### config.mk
export PLATFORM = sky130hd
export DESIGN_NAME = multicore_bus_arbiter
export DESIGN_NICKNAME = d
export VERILOG_FILES = /design/src/rtl/bus_arb_pkg.sv /design/src/rtl/rr_arbiter.sv /design/src/rtl/multicore_bus_arbiter.sv
export SDC_FILE = /design/constraint.sdc
export NUM_CORES = 1
export LEC_CHECK = 0
export CAP_MARGIN = 40
export CORE_AREA = 4 4 157 159
export DETAILED_ROUTE_END_ITERATION = 16
export DIE_AREA = 0 0 161 163
export PLACE_DENSITY = 0.81
export SETUP_SLACK_MARGIN = 0.05
export SYNTH_ARGS = -nofsm -noshare
export SYNTH_HDL_FRONTEND = slang
export SYNTH_SLANG_ARGS = --single-unit
### constraint.sdc
create_clock -name clk -period 7 [get_ports clk]
set_input_delay 1.75 -clock clk [delete_from_list [all_inputs] [get_ports clk]]
set_output_delay 1.75 -clock clk [all_outputs]
set_load 0.05 [all_outputs]
### src/rtl/bus_arb_pkg.sv
// bus_arb_pkg: arbiter FSM state type and default bus widths
package bus_arb_pkg;
  localparam int DEF_ADDR_W = 5;
  localparam int DEF_DATA_W = 32;
  typedef enum logic [2:0] {IDLE, SNOOP, WRITEBACK, ACCESS, RESP} arb_state_t;
endpackage

### src/rtl/rr_arbiter.sv
// rr_arbiter: one-hot grant to the first requester strictly after ptr_i, cyclically
module rr_arbiter #(
  parameter int NUM_CORES = 4
) (
  input  logic [NUM_CORES-1:0]         req_i,
  input  logic [$clog2(NUM_CORES)-1:0] ptr_i,
  output logic [NUM_CORES-1:0]         grant_o
);
  localparam int IW = $clog2(NUM_CORES);
  logic [IW-1:0] idx;
  logic found;
  // walk the cores starting just after the pointer and take the first requester
  always_comb begin
    grant_o = '0;
    found = 1'b0;
    idx = '0;
    for (int k = 1; k <= NUM_CORES; k++) begin
      idx = IW'((int'(ptr_i) + k) % NUM_CORES);
      if (!found && req_i[idx]) begin
        grant_o[idx] = 1'b1;
        found = 1'b1;
      end
    end
  end
endmodule

### src/rtl/multicore_bus_arbiter.sv
// multicore_bus_arbiter: round-robin shared-memory arbiter with snoop/writeback, snoop path enabled by MULTICORE_ARB_SNOOP_EN
module multicore_bus_arbiter
  import bus_arb_pkg::*;
#(
  parameter int NUM_CORES = 4,
  parameter int ADDR_W    = DEF_ADDR_W,
  parameter int DATA_W    = DEF_DATA_W
) (
  input  logic                        clk,
  input  logic                        reset,
  input  logic [NUM_CORES-1:0]        req_valid,
  input  logic [NUM_CORES-1:0]        req_we,
  input  logic [NUM_CORES*ADDR_W-1:0] req_addr,
  input  logic [NUM_CORES*DATA_W-1:0] req_wdata,
  output logic [NUM_CORES-1:0]        grant,
  output logic [NUM_CORES-1:0]        resp_valid,
  output logic [DATA_W-1:0]           resp_rdata,
  output logic                        resp_shared,
  output logic                        snoop_valid,
  output logic [ADDR_W-1:0]           snoop_addr,
  output logic                        snoop_wr_intent,
  input  logic [NUM_CORES-1:0]        snoop_hit,
  input  logic [NUM_CORES-1:0]        snoop_dirty,
  input  logic [NUM_CORES*DATA_W-1:0] snoop_wbdata,
  output logic                        mem_rd,
  output logic                        mem_wr,
  output logic [ADDR_W-1:0]           mem_addr,
  output logic [DATA_W-1:0]           mem_wdata,
  input  logic [DATA_W-1:0]           mem_rdata,
  input  logic                        mem_ready
);
`ifdef MULTICORE_ARB_SNOOP_EN
  localparam bit SNOOP_EN = 1'b1;
`else
  localparam bit SNOOP_EN = 1'b0;
`endif
  localparam int IW = $clog2(NUM_CORES);
  arb_state_t state_q, state_d;
  logic [NUM_CORES-1:0] grant_q, grant_d, next_grant, hit_m, dirty_m;
  logic [ADDR_W-1:0] addr_q, addr_d;
  logic we_q, we_d, shared_q, shared_d;
  logic [DATA_W-1:0] wdata_q, wdata_d, wb_q, wb_d, rdata_q, rdata_d;
  logic [IW-1:0] rr_ptr_q, rr_ptr_d, gidx;
  rr_arbiter #(.NUM_CORES(NUM_CORES)) u_rr (
    .req_i  (req_valid),
    .ptr_i  (rr_ptr_q),
    .grant_o(next_grant)
  );
  assign hit_m   = snoop_hit & ~grant_q;
  assign dirty_m = snoop_dirty & ~grant_q;
  // index of the current owner, loaded into the round-robin pointer on completion
  always_comb begin
    gidx = '0;
    for (int i = 0; i < NUM_CORES; i++) if (grant_q[i]) gidx = IW'(i);
  end
  // transaction sequencing and capture of request, snoop and memory data
  always_comb begin
    state_d  = state_q;
    grant_d  = grant_q;
    addr_d   = addr_q;
    we_d     = we_q;
    wdata_d  = wdata_q;
    shared_d = shared_q;
    wb_d     = wb_q;
    rdata_d  = rdata_q;
    rr_ptr_d = rr_ptr_q;
    case (state_q)
      IDLE: if (|req_valid) begin
        grant_d = next_grant;
        for (int i = 0; i < NUM_CORES; i++) if (next_grant[i]) begin
          addr_d  = req_addr[i*ADDR_W +: ADDR_W];
          we_d    = req_we[i];
          wdata_d = req_wdata[i*DATA_W +: DATA_W];
        end
        shared_d = 1'b0;
        rdata_d  = '0;
        state_d  = SNOOP_EN ? SNOOP : ACCESS;
      end
      SNOOP: begin
        shared_d = |hit_m;
        for (int i = NUM_CORES - 1; i >= 0; i--) if (dirty_m[i]) wb_d = snoop_wbdata[i*DATA_W +: DATA_W];
        state_d = |dirty_m ? WRITEBACK : ACCESS;
      end
      WRITEBACK: if (mem_ready) state_d = ACCESS;
      ACCESS: if (mem_ready) begin
        rdata_d = we_q ? '0 : mem_rdata;
        state_d = RESP;
      end
      RESP: begin
        grant_d  = '0;
        rr_ptr_d = gidx;
        state_d  = IDLE;
      end
      default: state_d = IDLE;
    endcase
  end
  // state registers; reset aborts any transaction and hands core 0 first priority
  always_ff @(posedge clk or posedge reset) begin
    if (reset) begin
      state_q  <= IDLE;
      grant_q  <= '0;
      addr_q   <= '0;
      we_q     <= 1'b0;
      wdata_q  <= '0;
      shared_q <= 1'b0;
      wb_q     <= '0;
      rdata_q  <= '0;
      rr_ptr_q <= IW'(NUM_CORES - 1);
    end else begin
      state_q  <= state_d;
      grant_q  <= grant_d;
      addr_q   <= addr_d;
      we_q     <= we_d;
      wdata_q  <= wdata_d;
      shared_q <= shared_d;
      wb_q     <= wb_d;
      rdata_q  <= rdata_d;
      rr_ptr_q <= rr_ptr_d;
    end
  end
  assign grant           = grant_q;
  assign resp_valid      = state_q == RESP ? grant_q : '0;
  assign resp_rdata      = state_q == RESP ? rdata_q : '0;
  assign resp_shared     = SNOOP_EN && state_q == RESP && shared_q;
  assign snoop_valid     = SNOOP_EN && state_q == SNOOP;
  assign snoop_addr      = snoop_valid ? addr_q : '0;
  assign snoop_wr_intent = snoop_valid && we_q;
  assign mem_wr          = state_q == WRITEBACK || (state_q == ACCESS && we_q);
  assign mem_rd          = state_q == ACCESS && !we_q;
  assign mem_addr        = (state_q == WRITEBACK || state_q == ACCESS) ? addr_q : '0;
  assign mem_wdata       = state_q == WRITEBACK ? wb_q : mem_wr ? wdata_q : '0;
endmodule

## After elaboration in Yosys (flattened, before gate mapping)

Cells that the tools add are included.

| storage, ports and cells | value |
|---|---|
| bits in registers | 111 |
| bits of input ports | 327 |

| operators by class | value |
|---|---|
| eq/ne operators | 7 |
| multiplexer cells | 58 |
| order comparisons | 8 |
| reductions and logical operators | 27 |
| bitwise logic cells | 5 |
| $add $sub $neg | 4 |

Operator list:

| cell | number |
|---|---|
| $mux 32 | 14 |
| $pmux 32 s2 | 1 |
| $mux 5 | 5 |
| $mux 4 | 6 |
| $mux 1 | 17 |
| $lt 2x3->1 const B | 4 |
| $or 4x4->4 | 3 |
| $pmux 3 s4 | 1 |
| $logic_and 1x1->1 | 9 |
| $mux 3 | 3 |
| $reduce_and 3->1 | 3 |
| $bmux 1 s2 | 4 |
| $demux 1 s2 | 4 |
| $ge 2x1->1 const B | 4 |
| $pmux 4 s2 | 1 |
| $reduce_bool 4->1 | 2 |
| $reduce_or 4->1 | 2 |
| $eq 3x2->1 const B | 2 |
| $ne 2x2->1 const B | 3 |
| $add 2x1->2 const B | 2 |
| $add 2x2->2 const B | 2 |
| $and 4x4->4 | 1 |
| $logic_not 1->1 | 4 |
| $mux 2 | 2 |
| 7 further kinds | 10 |

## Depth between registers and ports, before layout

| depth | value |
|---|---|
| word-level depth | 17 |
| mapped depth | 12 |
| depth with buffers taken out | 8 |

## Hierarchy

Synthesis repeated with hierarchy kept, for this count alone.

| second synthesis, totals | value |
|---|---|
| cell total of the unflattened synthesis | 905 |
| area, all modules | 7390.8 µm² |

Modules (own cells, without submodules):

| module | cells an instance | times used | area each (µm²) |
|---|---|---|---|
| multicore_bus_arbiter | 867 | 1 | 7033.0 |
| rr_arbiter | 38 | 1 | 357.8 |

## Least setup slack after synthesis

No wires, ideal clock.

| path | value |
|---|---|
| kind | in2reg |
| start | input port req_valid[2] |
| end | register wdata_q[1] |
| arrival | 3.648 ns |
| library setup time | 0.126 ns |
| buffers on the path | 3 |
| required time | 6.874 ns |
| slack | 3.226 ns |
| stages | 9 |
| path through | mux4_2 -> nor3b_4 -> o2bb2ai_2 -> buf_6 -> a2111oi_2 -> and3_4 -> buf_6 -> buf_6 -> o32a_1 |

| between the ends | value |
|---|---|
| longest elaborated chain between the ends | 15 |
| elaborated cells on any way between the ends | 30 |
| those cells by class | mux (18); bitwise (3); reduce/logical (9) |

RTL lines:

| item | RTL line | RTL |
|---|---|---|
| start: declaration | multicore_bus_arbiter.sv:11 | `input logic [NUM_CORES-1:0] req_valid,` |
| $bmux 1 s2 | rr_arbiter.sv:19 | `if (!found && req_i[idx]) begin` |
| $mux 1 (implied by the code) | rr_arbiter.sv:19 |  |
| $mux 1 | rr_arbiter.sv:19 |  |
| $logic_not 1->1 | rr_arbiter.sv:19 |  |
| $logic_and 1x1->1 | rr_arbiter.sv:19 |  |
| $mux 1 | rr_arbiter.sv:19 |  |
| $logic_not 1->1 | rr_arbiter.sv:19 |  |
| $logic_and 1x1->1 | rr_arbiter.sv:19 |  |
| $mux 1 | rr_arbiter.sv:19 |  |
| $logic_not 1->1 | rr_arbiter.sv:19 |  |
| $logic_and 1x1->1 | rr_arbiter.sv:19 |  |
| $mux 4 | rr_arbiter.sv:19 |  |
| $mux 32 (3 in series) | multicore_bus_arbiter.sv:70 | `for (int i = 0; i < NUM_CORES; i++) if (next_grant[i]) begin` |
| end signal: assignment | multicore_bus_arbiter.sv:114 | `wdata_q <= wdata_d;` |
| end: declaration | multicore_bus_arbiter.sv:42 | `logic [DATA_W-1:0] wdata_q, wdata_d, wb_q, wb_d, rdata_q, rdata_d;` |

Parallel ways exist; a longest one is shown, timed or not. The select of a mux whose other input is x is not followed.
A chain may end at the register's enable or synchronous reset.

## Final worst setup path

| path | value |
|---|---|
| start | register state_q[2] |
| end | output port mem_wdata[10] |

| between the ends | value |
|---|---|
| longest elaborated chain between the ends | 5 |
| elaborated cells on any way between the ends | 6 |
| those cells by class | eq/ne (2); mux (2); reduce/logical (2) |

RTL lines:

| item | RTL line | RTL |
|---|---|---|
| start: declaration | multicore_bus_arbiter.sv:38 | `arb_state_t state_q, state_d;` |
| start signal: assignment | multicore_bus_arbiter.sv:110 | `state_q <= state_d;` |
| $eq 3x2->1 | multicore_bus_arbiter.sv:128 | `assign mem_wr = state_q == WRITEBACK \|\| (state_q == ACCESS && we_q);` |
| $logic_and 1x1->1 | multicore_bus_arbiter.sv:128 |  |
| $logic_or 1x1->1 | multicore_bus_arbiter.sv:128 |  |
| $mux 32 | multicore_bus_arbiter.sv:131 | `assign mem_wdata = state_q == WRITEBACK ? wb_q : mem_wr ? wdata_q : '0;` |
| $mux 32 (*) | multicore_bus_arbiter.sv:131 |  |
| end: declaration | multicore_bus_arbiter.sv:28 | `output logic [DATA_W-1:0] mem_wdata,` |

Every way passes the cells marked *; elsewhere a longest branch is shown, timed or not.

==> reports/results.txt <==
Die Height: 163 um
Fin nets: 1569
Layout Skew: 0.0146 ns
Tightest Pin Transition: 0.857 ns
Hold Buf Count CTS: 0
Final worst-path cycle share: 0.725
Register area: 0.00278 mm^2
Clock share of power: 0.099
Largest net degree at the start of global routing: 66
Reg-to-Reg Start: rr_ptr_q[0]$_DFFE_PP1P_
Synth Register Bits: 111
Mapped Cells: 903
Asr flop ratio synth: 1.00
Post_cts resized: 0
Hold Crit Class: flip-flop to flip-flop
Reg clk slew, reported paths: 0.09 ns
CP required: 5.25 ns
Clock tree buffer depth: 2
Post-synthesis adder-cell area fraction: 0.0132
Comb power frac: 0.674
Vias in the first global route: 8584
Top cells by area, synth: dfrtp_1 36%, o21ai_0 7.2%, a21oi_1 5.1%
Fmax achieved: 197 MHz
DR vias: 8646
Filler instances: 2203
Final Hold Viols: 0
Drt drc: 0
Total grt overflow: 0
Net switching power of the design: 2760 uW
Status: finished, final reports clean
Power per Cell Area: 433 mW/mm^2
Post-synthesis simple-gate area fraction: 0.158
Worst-Skew Late Latency: 0.36 ns
First-pass GRT wire length: 49.5 mm
Clk root buf: clkbuf_16
Die Wd: 161 um
Pleak: 0.00484 uW
Share of the synthesized area in the top cell type: 0.359
Routability congestion estimate: 0.886
Area grow syn2layout: 61.1%
Antenna viol nets, final: 0
Seq pwr share: 0.226
Share of cells above drive strength 1: 0.0549
Tot GR Track Use: 0.242
Starting Density: 0.327
Vias per cell: 5.54
Minimum clock period after layout: 5.07 ns
Commonest non-fill, non-tap cell in the layout: clkdlybuf4s50_1
Antenna violations before repair: 4
Critical Path End Type: output port
Rows: 56
Most frequent cells in the layout: 401 x clkdlybuf4s50_1, 109 x o21ai_0, 109 x dfrtp_1
Drt wl/cell: 21.4 um
Net Sw Frac: 0.520
Cell Int Power: 2550 uW
Post-Route Utilization: 0.527
Beginning of the critical path: state_q[2]$_DFFE_PP0P_
Mean cell area of the mapped netlist: 8.42 um^2
Dominant cell type by area after synthesis: dfrtp_1
H-tree depth: 3
Post-synth top flop: dfrtp_1
Critical path class: flip-flop to output port
IO buf count: 401
Setup-failing EPs final: 0
Area of the multi-input gates: 0.00443 mm^2
Detailed Routing Iterations Pass 1: 5
Reg-to-reg slack, setup: 3.04 ns
Reg-to-Reg End: wdata_q[17]$_DFFE_PP0P_
Max-slew violations: 0
EDFF count, synth: 0
RSZ-0062 raised after global routing: false
Synth Cell Area: 0.00760 mm^2
Io pins: 414
Relative slew slack: 0.423
Complex-gate fraction of the synthesized area: 0.342
Num CTS Buffers: 9
Synth cell types: 49
Core region area: 0.0233 mm^2
Post-CTS Setup Bufs: 0
HPWL after DPL: 25.2 mm
Sequential area share after synthesis: 0.366
Max Cap Violations: 0
Startpoint type of the worst setup path: flip-flop
Fin Setup TNS: 0 ns
Syn. warnings: 0
Crit Path Max Fanout: 33
Crit path DAT: 3.32 ns
Crit path to: mem_wdata[10]
Final WL: 33.3 mm
CTS tree: done
R2R depth: 9
Initial detailed-routing violation count: 571
Maximum vdd drop: 204 uV
Clock Sinks: 111
Main combinational cell family by area after synthesis: compound AO/OA/AOI/OAI gates
XOR/XNOR Fraction of Synth Area: 0
Die ar.: 0.0262 mm^2
Mux contribution to synthesized area: 0.0510
## registers in the layout (all words and copies together), names as in the netlist
register  count
state_q       3
rdata_q      32
wb_q         32
rr_ptr_q      2
we_q          1
grant         4
wdata_q      32
addr_q        5
## synth_stat cells, types with 34 or more instances
cell type  instances
o21ai_0          110
dfrtp_1          109
nand2_1          102
a21oi_1           77
clkbuf_1          68
nand3_1           42
a311oi_1          39
nor2_1            39
a21o_1            38
o32a_1            38
and3_1            35
a22o_1            34
## cell type report
| class | count | share of cell area |
|---|---|---|
| flip-flops and latches | 111 | 0.227 |
| clock buffers | 9 | 0.0184 |
| multi-input cells | 683 | 0.362 |
| well taps | 319 | 0.0326 |
| diodes | 2 | 0.000408 |
| repair buffers | 423 | 0.353 |
| clock inverters | 7 | 0.00521 |
| inverters | 6 | 0.00204 |
## worst min path at each step
stage	from	end	slack, ns	cells past startpoint
after floorplan	rdata_q[31]$_DFFE_PP0P_	rdata_q[31]$_DFFE_PP0P_	0.44	2
after global placement	rdata_q[0]$_DFFE_PP0P_	rdata_q[0]$_DFFE_PP0P_	0.45	2
after detailed placement	rdata_q[15]$_DFFE_PP0P_	rdata_q[15]$_DFFE_PP0P_	0.46	2
after CTS	rdata_q[15]$_DFFE_PP0P_	rdata_q[15]$_DFFE_PP0P_	0.48	2
after global routing	rdata_q[14]$_DFFE_PP0P_	rdata_q[14]$_DFFE_PP0P_	0.51	2
final	rdata_q[8]$_DFFE_PP0P_	rdata_q[8]$_DFFE_PP0P_	0.48	2
## metal layers
metal / vias up / GRT usage / part of all wire / wire length (um)
li1: 4028 / - / - / -
met1: 4159 / 0.318 / 0.41 / 13800
met2: 397 / 0.396 / 0.48 / 16000
met3: 58 / 0.0537 / 0.077 / 2550
met4: 4 / 0.0857 / 0.027 / 902
met5: - / 0 / 0.00081 / 27
## through the flow
stage | std cells | power [uW] | setup WS, ns | hold slack (ns) | instance area (um^2)
floorplan | 910 | 3500 | 2.32 | 0.442 | 7630
global placement | 1533 | 4570 | 1.17 | 0.454 | 11700
detailed placement | 1542 | 4780 | 1.78 | 0.462 | 12000
CTS | 1558 | 5320 | 1.90 | 0.482 | 12200
global route | 1560 | 5640 | 1.77 | 0.509 | 12300
finish | 1560 | 5310 | 1.93 | 0.480 | 12300
## cells by family (layout without fill, tap and decap cells)
logic type	Yosys count	in the layout
compound gates	379	379
simple gates	253	253
buf+inv	116	445
flops	111	111
mux	35	35
fa+ha+maj	8	8
other cells	1	10
## critical path, cell delays in order, from the launching register on
cell	delay, ns
dfrtp_1	0.58
nor2b_1	0.65
and3_1	0.26
buf_4	0.35
a22o_1	0.27
clkdlybuf4s50_1	0.84
## power groups by stage
stage               logic (uW)  registers [uW]  clock network [uW]
finish                    3580            1200                 527
floorplan                 2410            1100                   0
detailed placement        3570            1200                   0
CTS                       3590            1190                 541
global route              3850            1230                 565
global placement          3370            1200                   0
Power figures use the tool's default switching activity.
